**src/rtl/l1_sched_pkg.sv**
```systemverilog
// Shared defaults, requester ID type and round-robin helper for the L1 read scheduler.
package l1_sched_pkg;

  localparam int REQS_DEF       = 4;
  localparam int REQ_W_DEF      = $clog2(REQS_DEF);
  localparam int ADDR_W_DEF     = 11;
  localparam int DATA_WIDTH_DEF = 128;
  localparam int MAX_REQS       = 32;

  typedef logic [REQ_W_DEF-1:0] req_id_t;

  // Index of the first set bit of elig[n-1:0] searching upward from ptr with wrap, or -1 if none.
  function automatic int rr_first(input logic [MAX_REQS-1:0] elig, input int ptr, input int n);
    int idx;
    rr_first = -1;
    for (int i = MAX_REQS - 1; i >= 0; i--) begin
      if (i < n) begin
        idx = (ptr + i) % n;
        if (elig[5'(idx)]) rr_first = idx;
      end
    end
  endfunction

endpackage

```
**src/rtl/l1_tag_fifo.sv**
```systemverilog
// In-order FIFO of requester IDs; the head names the owner of the next returning beat.
module l1_tag_fifo
  import l1_sched_pkg::*;
#(
  parameter int  DEPTH = 8,
  parameter type id_t  = req_id_t
) (
  input  logic clk1x,
  input  logic reset_n,
  input  logic push_i,
  input  id_t  push_id_i,
  input  logic pop_i,
  output logic full_o,
  output logic empty_o,
  output id_t  head_o
);

  localparam int PTR_W = $clog2(DEPTH);

  logic [PTR_W:0] wr_q, wr_d, rd_q, rd_d;
  id_t            mem_q [DEPTH];

  // The extra pointer bit separates a full ring from an empty one.
  assign empty_o = (wr_q == rd_q);
  assign full_o  = (wr_q[PTR_W] != rd_q[PTR_W]) && (wr_q[PTR_W-1:0] == rd_q[PTR_W-1:0]);
  assign head_o  = mem_q[rd_q[PTR_W-1:0]];

  always_comb begin
    wr_d = wr_q;
    rd_d = rd_q;
    if (push_i && !full_o) wr_d = wr_q + 1'b1;
    if (pop_i && !empty_o) rd_d = rd_q + 1'b1;
  end

  always_ff @(posedge clk1x) begin
    if (!reset_n) begin
      wr_q <= '0;
      rd_q <= '0;
    end else begin
      wr_q <= wr_d;
      rd_q <= rd_d;
    end
  end

  always_ff @(posedge clk1x) begin
    if (push_i && !full_o) mem_q[wr_q[PTR_W-1:0]] <= push_id_i;
  end

endmodule

```
**src/rtl/l1_read_sched.sv**
```systemverilog
// Round-robin scheduler sharing one BRAM read port among REQS requesters, with
// per-requester outstanding limits and in-order response steering via a tag FIFO.
module l1_read_sched
  import l1_sched_pkg::*;
#(
  parameter int REQS       = REQS_DEF,
  parameter int REQ_W      = $clog2(REQS),
  parameter int ADDR_W     = ADDR_W_DEF,
  parameter int DATA_WIDTH = DATA_WIDTH_DEF,
  parameter int TAG_DEPTH  = 8,
  parameter int MAX_OUT    = 2
) (
  input  logic                   clk1x,
  input  logic                   reset_n,
  input  logic [REQS-1:0]        req_v,
  output logic [REQS-1:0]        req_r,
  input  logic [REQS*ADDR_W-1:0] req_d,
  output logic                   m_v,
  input  logic                   m_r,
  output logic [ADDR_W-1:0]      m_d,
  input  logic                   s_v,
  output logic                   s_r,
  input  logic [DATA_WIDTH-1:0]  s_d,
  output logic [REQS-1:0]        rsp_v,
  input  logic [REQS-1:0]        rsp_r,
  output logic [DATA_WIDTH-1:0]  rsp_d,
  output logic                   err
);

  localparam int CNT_W = $clog2(MAX_OUT + 1);
  typedef logic [REQ_W-1:0] id_t;

  logic [CNT_W-1:0]    cnt_q [REQS];
  logic [CNT_W-1:0]    cnt_d [REQS];
  id_t                 ptr_q, ptr_d;
  logic                mv_q, mv_d;
  logic [ADDR_W-1:0]   md_q, md_d;
  logic                err_q, err_d;
  logic                fifo_full, fifo_empty, pop, accept, gnt_found;
  id_t                 head, gnt;
  logic [REQS-1:0]     elig;
  logic [MAX_REQS-1:0] elig_ext;
  int                  gnt_idx;

  assign m_v   = mv_q;
  assign m_d   = md_q;
  assign err   = err_q;
  assign rsp_d = s_d;

  // A full tag FIFO blocks everyone, even when a pop frees a slot this same cycle.
  always_comb begin
    elig = '0;
    for (int k = 0; k < REQS; k++)
      elig[k] = req_v[k] && (cnt_q[k] < CNT_W'(MAX_OUT)) && !fifo_full;
    elig_ext = '0;
    elig_ext[REQS-1:0] = elig;
    gnt_idx   = rr_first(elig_ext, int'(ptr_q), REQS);
    gnt_found = (gnt_idx >= 0);
    gnt       = REQ_W'(gnt_idx);
    accept    = reset_n && gnt_found && (!mv_q || m_r);
  end

  always_comb begin
    req_r = '0;
    rsp_v = '0;
    s_r   = 1'b0;
    cnt_d = cnt_q;
    ptr_d = ptr_q;
    mv_d  = mv_q && !m_r;
    md_d  = md_q;
    for (int k = 0; k < REQS; k++) begin
      if (head == REQ_W'(k) && !fifo_empty) begin
        rsp_v[k] = reset_n && s_v;
        s_r      = reset_n && rsp_r[k];
      end
    end
    // A beat with no tag outstanding is swallowed and flagged.
    if (fifo_empty) s_r = reset_n && s_v;
    pop   = s_v && s_r && !fifo_empty;
    err_d = err_q || (s_v && fifo_empty);
    if (accept) begin
      mv_d  = 1'b1;
      ptr_d = (gnt == REQ_W'(REQS - 1)) ? '0 : gnt + 1'b1;
    end
    for (int k = 0; k < REQS; k++) begin
      if (accept && gnt == REQ_W'(k)) begin
        req_r[k] = 1'b1;
        md_d     = req_d[k*ADDR_W +: ADDR_W];
      end
      cnt_d[k] = cnt_q[k] + CNT_W'(accept && gnt == REQ_W'(k))
                          - CNT_W'(pop && head == REQ_W'(k));
    end
  end

  always_ff @(posedge clk1x) begin
    if (!reset_n) begin
      mv_q  <= 1'b0;
      md_q  <= '0;
      ptr_q <= '0;
      err_q <= 1'b0;
      for (int k = 0; k < REQS; k++) cnt_q[k] <= '0;
    end else begin
      mv_q  <= mv_d;
      md_q  <= md_d;
      ptr_q <= ptr_d;
      err_q <= err_d;
      for (int k = 0; k < REQS; k++) cnt_q[k] <= cnt_d[k];
    end
  end

  l1_tag_fifo #(
    .DEPTH (TAG_DEPTH),
    .id_t  (id_t)
  ) u_tag_fifo (
    .clk1x     (clk1x),
    .reset_n   (reset_n),
    .push_i    (accept),
    .push_id_i (gnt),
    .pop_i     (pop),
    .full_o    (fifo_full),
    .empty_o   (fifo_empty),
    .head_o    (head)
  );

endmodule

```
**config.mk**
```make
export PLATFORM = sky130hd
export DESIGN_NAME = l1_read_sched
export DESIGN_NICKNAME = d
export VERILOG_FILES = /design/src/rtl/l1_sched_pkg.sv /design/src/rtl/l1_tag_fifo.sv /design/src/rtl/l1_read_sched.sv
export SDC_FILE = /design/constraint.sdc
export NUM_CORES = 1
export LEC_CHECK = 0
export BUFFER_PORTS_ARGS = -buffer_cell sky130_fd_sc_hd__buf_2
export CORE_AREA = 8 8 123 125
export CTS_CLUSTER_DIAMETER = 200
export CTS_CLUSTER_SIZE = 16
export DETAILED_ROUTE_END_ITERATION = 6
export DIE_AREA = 0 0 131 133
export HOLD_SLACK_MARGIN = 0.12
export PLACE_DENSITY = 0.68
export SYNTH_ARGS = -nofsm -noshare
export SYNTH_HDL_FRONTEND = slang
export SYNTH_SLANG_ARGS = --single-unit
```
**constraint.sdc**
```tcl
create_clock -name clk1x -period 3.21 [get_ports clk1x]
set_input_delay 0.321 -clock clk1x [delete_from_list [all_inputs] [get_ports clk1x]]
set_output_delay 0.321 -clock clk1x [all_outputs]
set_load 0.01 [all_outputs]
```
==> results of run 1 <==
worst register-to-register path, cell delays in order, from the launching register on:
cell and delay, ns:
dfxtp_1 0.44, mux4_1 0.61, mux2i_2 0.24, nand4_1 0.26, or2_2 0.36, nor2_1 0.14, ha_1 0.25, inv_1 0.05
ha_1 0.14, xnor2_1 0.13, xnor2_1 0.08, and2_1 0.15
routing by layer:
| layer | track usage [%] | share of wire (%) | wire length (µm) |
|---|---|---|---|
| met5 | 0 | 0 | 0 |
| met4 | 7.08 | 5.4 | 448 |
| met3 | 3.01 | 11 | 959 |
| met2 | 14.0 | 44 | 3710 |
| met1 | 10.3 | 39 | 3240 |
repair_timing:
| item | 4_1_cts | 5_1_grt |
|---|---|---|
| resized for setup | 0 | 2 |
| hold endpoints to repair | 0 | 0 |
| endpoints found under the setup margin | 0 | 12 |
metrics by stage:
| step | std cells | setup WS (ns) | util (%) | instance area (µm²) | total power, mW |
|---|---|---|---|---|---|
| global route | 539 | 0.00320 | 26.9 | 3520 | 1.97 |
| detailed placement | 531 | 0.173 | 25.6 | 3350 | 1.33 |
| floorplan | 407 | 0.384 | - | 3660 | 1.28 |
| global placement | 531 | 0.234 | 25.6 | 3350 | 1.31 |
| finish | 539 | 0.250 | 26.9 | 3520 | 1.86 |
| CTS | 539 | 0.141 | 26.8 | 3510 | 1.88 |
state kept, by name, summed over array words and instances (netlist names), named ones only:
register,count
err,1
u_tag_fifo.mem_q,16
m_d,11
cnt_q,8
ptr_q,2
u_tag_fifo.rd_q,4
u_tag_fifo.wr_q,4
m_v,1
area by class of cell:
type	instances	area, µm²
clock buffer	5	125
clock inverter	3	28.8
fill	1392	9560
inverter	23	86.3
multi-input combinational	190	1400
sequential	50	1160
tap	176	220
timing repair buffer	92	498
worst min-delay path by stage:
stage | start | slack [ns] | endpoint | depth (start not counted)
4_1_cts | req_d[35] | 0.25 | m_d[2] | 3
5_1_grt | req_d[36] | 0.26 | m_d[3] | 3
6_report | req_d[35] | 0.26 | m_d[2] | 3
2_1_floorplan | u_tag_fifo.rd_q[3] | 0.45 | u_tag_fifo.rd_q[3] | 1
3_5_place_dp | err | 0.45 | err | 1
3_3_place_gp | err | 0.45 | err | 1
where the power goes:
part / internal [mW] / total, mW / switching, mW
sequential: 0.737 / 0.782 / 0.0457
combinational: 0.232 / 0.535 / 0.303
clock: 0.297 / 0.544 / 0.246
cell usage after synthesis, types with 3 or more instances:
library cell and count:
a21boi_0 3, a22oi_1 11, nand4_1 3, edfxtp_1 16, mux4_1 3, nor2_1 19
dfxtp_1 34, nor3_1 4, nand2b_1 6, and2_1 13, nor2b_1 6, o21ai_0 6
inv_1 23, nand2_1 28, a31oi_1 11, buf_4 128, nor4_1 3, clkbuf_1 8
xnor2_1 11, xor2_1 4, buf_2 8, ha_1 13, mux2i_1 8, o221ai_1 11
a21oi_1 5
kinds of logic after synthesis:
| family | Yosys count |
|---|---|
| AO/OA/AOI/OAI | 51 |
| buffers and inverters | 167 |
| adder cells (fa/ha/maj) | 13 |
| multiplexers | 14 |
| XOR/XNOR | 15 |
| AND/OR/NAND/NOR | 97 |
| flip-flops | 50 |
==> flow_metrics.env, run 1 <==
export IMPL_status="completed"
export IMPL_max_cap_violations=0
export IMPL_synthCells=407
export IMPL_tightest_slew_ns=0.670
export IMPL_nNetsFinal=559
export IMPL_yosys_register_bits=50
export IMPL_max_vdd_ir_drop_v=0.000230
export IMPL_numCtsBuffers=5
export IMPL_ios=334
export IMPL_vias=2491
export IMPL_num_antenna_cells=0
export IMPL_worstPathCellList="xor2_1, nor4_1, a21o_1, buf_4, ha_1, and2_1, buf_4, buf_2"
export IMPL_synth_top_cell_area_share_pct=26.2
export IMPL_startpoint_type="register"
export IMPL_syn_nets=604
export IMPL_path_buf_inv=3
export IMPL_synth_simple_area_share_pct=13.8
export IMPL_start_util_pct=28.0
export IMPL_drtAntennaViolNets=0
export IMPL_finalHoldViolations=0
export IMPL_cp_top_family="simple AND/OR/NAND/NOR gates"
export IMPL_fin_crit_sh_pct=92.2
export IMPL_cts_root_buffer="clkbuf_16"
export IMPL_yosysTopAreaCell="buf_4"
export IMPL_die_area_mm2=0.0174
export IMPL_cts_sinks=50
export IMPL_dpl_hpwl_um=6800
export IMPL_fmax_mhz=338
export IMPL_critical_path_startpoint="u_tag_fifo.rd_q[1]"
export IMPL_die_w_um=131
export IMPL_fin_hold_ws_ns=0.257
export IMPL_insertion_delay_ns=0.29
export IMPL_netlist_area_mm2=0.00366
export IMPL_slew_headroom_pct=54.9
export IMPL_slowest_stage="nor4_1"
export IMPL_grt_pass1_vias=2639
export IMPL_critPathMaxStageDelay_ns=0.58
export IMPL_cp_end_kind="output port"
export IMPL_ys_top_cells_by_area="buf_4 26%, dfxtp_1 19%, edfxtp_1 13%, ha_1 4.4%, nand2_1 2.9%"
export IMPL_post_cts_buffers=0
export IMPL_crit_arrival_ns=2.64
export IMPL_htreeDepth=2
export IMPL_drive_above_1_share_pct=30.6
export IMPL_cts_path_max_buffers=2
export IMPL_hp_class="primary input to register"
export IMPL_grt_max_degree=26
export IMPL_io_buffers=77
export IMPL_cts_tree="built"
export IMPL_layout_common_cells="77 x buf_2, 34 x dfxtp_1, 28 x nand2_1"
export IMPL_power_leakage_nw=1.59
export IMPL_mostFrequentLayoutCell="buf_2"
export IMPL_ctsHoldBuffers=0
export IMPL_syn_area_per_cell_um2=9.00
export IMPL_clkTransAtPathRegs_ns=0.07
export IMPL_fin_crit_ns=2.96
export IMPL_cp_num_cells=8
export IMPL_track_usage_pct=9.17
export IMPL_place_congestion=0.801
export IMPL_synth_top_family_by_area="buffers and inverters"
export IMPL_muxShareOfSynthArea_pct=5.88
export IMPL_placementRows=42
export IMPL_drt_wirelength_per_cell_um=15.5
export IMPL_worstSetupPathType="register to output port"
export IMPL_drtIter0Drc=110
export IMPL_rsz0062_at_grt="no"
export IMPL_power_density_mw_per_mm2=529
export IMPL_synth_compound_area_share_pct=10.0
export IMPL_yosysWarnings=0
export IMPL_r2r_setup_slack_ns=0.26
export IMPL_drc=0
export IMPL_via_per_inst=4.62
export IMPL_cp_required_ns=2.89
export IMPL_grt_antenna_before_repair=0
export IMPL_postSynth_asyncResetShare_pct=0
export IMPL_rr_endpoint="cnt_q[3]"
export IMPL_die_h_um=133
export IMPL_grt_pass1_wl_um=13000
export IMPL_reg2reg_depth=11
export IMPL_grt_overflow_total=0
export IMPL_synth_distinct_cells=41
export IMPL_area_delta_synth_final_pct=-3.83
export IMPL_drv_slew=0
export IMPL_routed_wl_um=8360
export IMPL_drt_first_pass_iters=4
export IMPL_yosys_area_share_xor_xnor_pct=3.59
export IMPL_setup_viol=0
export IMPL_endpoint="req_r[3]"
export IMPL_cpMostUsedCell="buf_4"
export IMPL_synthAdderAreaFrac_pct=4.44
export IMPL_yosysSeqAreaShare_pct=31.7
export IMPL_timing_setup_tns_ns=0
export IMPL_core_mm2=0.0131
export IMPL_finClkSkew_ns=0.00784
export IMPL_synth_flop_cell="dfxtp_1"
export IMPL_path_max_fanout=12
export IMPL_synth_edf_count=16
(Power assumes the default switching activity.)
==> run 2: changes to the inputs <==
--- a/config.mk
+++ b/config.mk
@@ -5,14 +5,15 @@
 export SDC_FILE = /design/constraint.sdc
 export NUM_CORES = 1
 export LEC_CHECK = 0
+export ABC_AREA = 1
 export BUFFER_PORTS_ARGS = -buffer_cell sky130_fd_sc_hd__buf_2
-export CORE_AREA = 8 8 123 125
+export CORE_AREA = 8 8 124 126
 export CTS_CLUSTER_DIAMETER = 200
 export CTS_CLUSTER_SIZE = 16
 export DETAILED_ROUTE_END_ITERATION = 6
-export DIE_AREA = 0 0 131 133
+export DIE_AREA = 0 0 132 134
 export HOLD_SLACK_MARGIN = 0.12
-export PLACE_DENSITY = 0.68
+export PLACE_DENSITY = 0.72
 export SYNTH_ARGS = -nofsm -noshare
 export SYNTH_HDL_FRONTEND = slang
 export SYNTH_SLANG_ARGS = --single-unit
==> run 2 against run 1 <==
  * Clock skew down 0.0041 ns
  * Worst setup slack improved by 0.026 ns
  * Wire length increased by 22%
  * Sequential power is 16% higher
  * First-iteration DRC count increased by 21%
  * Combinational power grew to 3.6 times the previous value
  * Highest routed layer is now met5
==> flow_metrics.env, run 2 <==
export IMPL_placed_area_mm2=0.00387
export IMPL_fin_ws_ns=0.276
export IMPL_synth_distinct_cells=37
export IMPL_track_usage_pct=11.4
export IMPL_cp_required_ns=2.89
export IMPL_use_met1_pct=11.7
export IMPL_num_antenna_cells=0
export IMPL_slew_headroom_pct=59.7
export IMPL_netlist_area_mm2=0.00424
export IMPL_syn_area_per_cell_um2=7.23
export IMPL_grt_busiest_layer="met2"
export IMPL_synth_flop_cell="dfxtp_1"
export IMPL_grt_antenna_before_repair=0
export IMPL_fin_crit_sh_pct=91.4
export IMPL_place_congestion=0.847
export IMPL_area_delta_synth_final_pct=-4.95
export IMPL_ios=334
export IMPL_clkTransAtPathRegs_ns=0.07
export IMPL_drt_first_pass_iters=4
export IMPL_power_density_mw_per_mm2=838
export IMPL_finClkSkew_ns=0.00376
export IMPL_fin_crit_ns=2.93
export IMPL_cts_sinks=50
export IMPL_numCtsBuffers=5
export IMPL_synth_top_cells_by_count="130 x buf_4, 99 x nand2_1, 70 x inv_1"
export IMPL_placementRows=43
export IMPL_ys_top_cells_by_area="buf_4 23%, dfxtp_1 16%, edfxtp_1 11%, nand2_1 8.8%, inv_1 6.2%"
export IMPL_total_power_mw=3.38
export IMPL_drt_wirelength_per_cell_um=14.2
export IMPL_nNetsFinal=735
export IMPL_path_max_fanout=8
export IMPL_synth_top_cell_area_share_pct=23.0
export IMPL_fmax_mhz=341
export IMPL_insertion_delay_ns=0.29
export IMPL_die_area_mm2=0.0177
export IMPL_stdcell_area_mm2=0.00403
export IMPL_synthCells=587
export IMPL_hp_class="primary input to register"
export IMPL_dpl_hpwl_um=8190
export IMPL_grt_overflow_total=0
export IMPL_cpMostUsedCell="nand2_1"
export IMPL_grt_max_degree=23
export IMPL_status="completed"
export IMPL_grt_pass1_vias=3416
export IMPL_critPathMaxStageDelay_ns=0.42
export IMPL_routed_wl_um=10200
export IMPL_grt_pass1_wl_um=16300
export IMPL_timing_setup_tns_ns=0
export IMPL_io_buffers=77
export IMPL_fin_hold_ws_ns=0.375
export IMPL_synth_most_common_cell="buf_4"
export IMPL_startpoint_type="register"
export IMPL_drv_slew=0
export IMPL_layout_common_cells="98 x nand2_1, 77 x buf_2, 70 x inv_1"
export IMPL_worstSetupPathType="register to output port"
export IMPL_htreeDepth=2
export IMPL_synth_edf_count=16
export IMPL_finalHoldViolations=0
export IMPL_rsz0062_at_grt="yes"
export IMPL_cts_path_max_buffers=2
export IMPL_cts_root_buffer="clkbuf_16"
export IMPL_dp_cells=711
export IMPL_crit_arrival_ns=2.61
export IMPL_syn_nets=784
export IMPL_preCtsSetupSlack_ns=0.305
export IMPL_postSynth_asyncResetShare_pct=0
export IMPL_die_w_um=132
export IMPL_die_h_um=134
export IMPL_finalNonFillerCells=719
export IMPL_use_met3_pct=7.14
export IMPL_start_util_pct=31.4
export IMPL_drtIter0Drc=133
export IMPL_max_cap_violations=0
export IMPL_slowest_stage="dfxtp_1"
export IMPL_yosysSeqAreaShare_pct=27.4
export IMPL_cts_tree="built"
export IMPL_cp_end_kind="output port"
export IMPL_tightest_slew_ns=0.603
export IMPL_yosysTopAreaCell="buf_4"
export IMPL_max_vdd_ir_drop_v=0.000564
export IMPL_setup_viol=0
export IMPL_drtAntennaViolNets=0
export IMPL_core_mm2=0.0135
export IMPL_largest_reg_flops=16
export IMPL_worstPathCellList="nand2_1, nand2_1, nand4_4, nand3_1, nand2_1, nand2_1, nand2_1, nand3_1, nand2_1, or2_2, nand2_2, inv_1, ha_1, nand3_2, inv_1, buf_2"
export IMPL_fin_util_pct=29.9
export IMPL_ctsHoldBuffers=0
export IMPL_mostFrequentLayoutCell="nand2_1"
export IMPL_yosys_register_bits=50
export IMPL_drc=0
export IMPL_grt_util_met2_pct=16.8
export IMPL_yosysWarnings=0
export IMPL_drive_above_1_share_pct=25.8
export IMPL_vias=3282
export IMPL_via_per_inst=4.56
export IMPL_power_leakage_nw=2.01
run 2: cells by family after synthesis:
kind of cell	share of synthesized area [%]
AOI/OAI and AO/OA	10.1
xor gates and xnor gates	1.83
adders and majority gates	3.83
buffers and inverters	32.7
DFF	27.4
and+or+nand+nor	24.2
run 2: repair_timing:
| action | CTS | global route |
|---|---|---|
| resized for setup | 0 | 5 |
| endpoints found under the setup margin | 0 | 5 |
| setup buffers | 0 | 0 |
run 2: final timing paths:
path,start,to,slack [ns],depth (start not counted)
hold / removal,s_v,u_tag_fifo.rd_q[3],0.38,3
setup / recovery,u_tag_fifo.wr_q[0],req_r[2],0.28,16
setup reg to reg,register,cnt_q[7],0.36,16
hold reg to reg,cnt_q[1],cnt_q[1],0.46,1
run 2: metal layers:
metal	share of wire, %	wire length [µm]	vias up
met5	0.33	34	-
met4	5.2	530	2
met3	13	1300	47
met2	41	4140	191
met1	41	4200	1396
li1	-	-	1646
run 2: area by class of cell:
| type | instances | area (µm²) |
|---|---|---|
| fillers | 1452 | 9470 |
| multi-input cells | 313 | 1710 |
| flip-flops and latches | 50 | 1160 |
| repair buffers | 92 | 498 |
| inverters | 76 | 285 |
| well taps | 180 | 225 |
| clock buffers | 5 | 125 |
| clock inverters | 3 | 25.0 |
run 2: worst max-delay path, delay by kind of cell (launching register included):
family,cells,cell delay (ns)
AND/OR/NAND/NOR,12,1.34
flip-flops,1,0.42
buffers and inverters,3,0.28
adder cells (fa/ha/maj),1,0.27
run 2: report_power, final:
group | leakage (nW) | total [mW] | switching (mW) | internal [mW]
sequential | 0.424 | 0.909 | 0.0789 | 0.830
combinational | 1.52 | 1.93 | 1.23 | 0.697
clock | 0.0704 | 0.543 | 0.250 | 0.293
total | 2.01 | 3.38 | 1.56 | 1.82
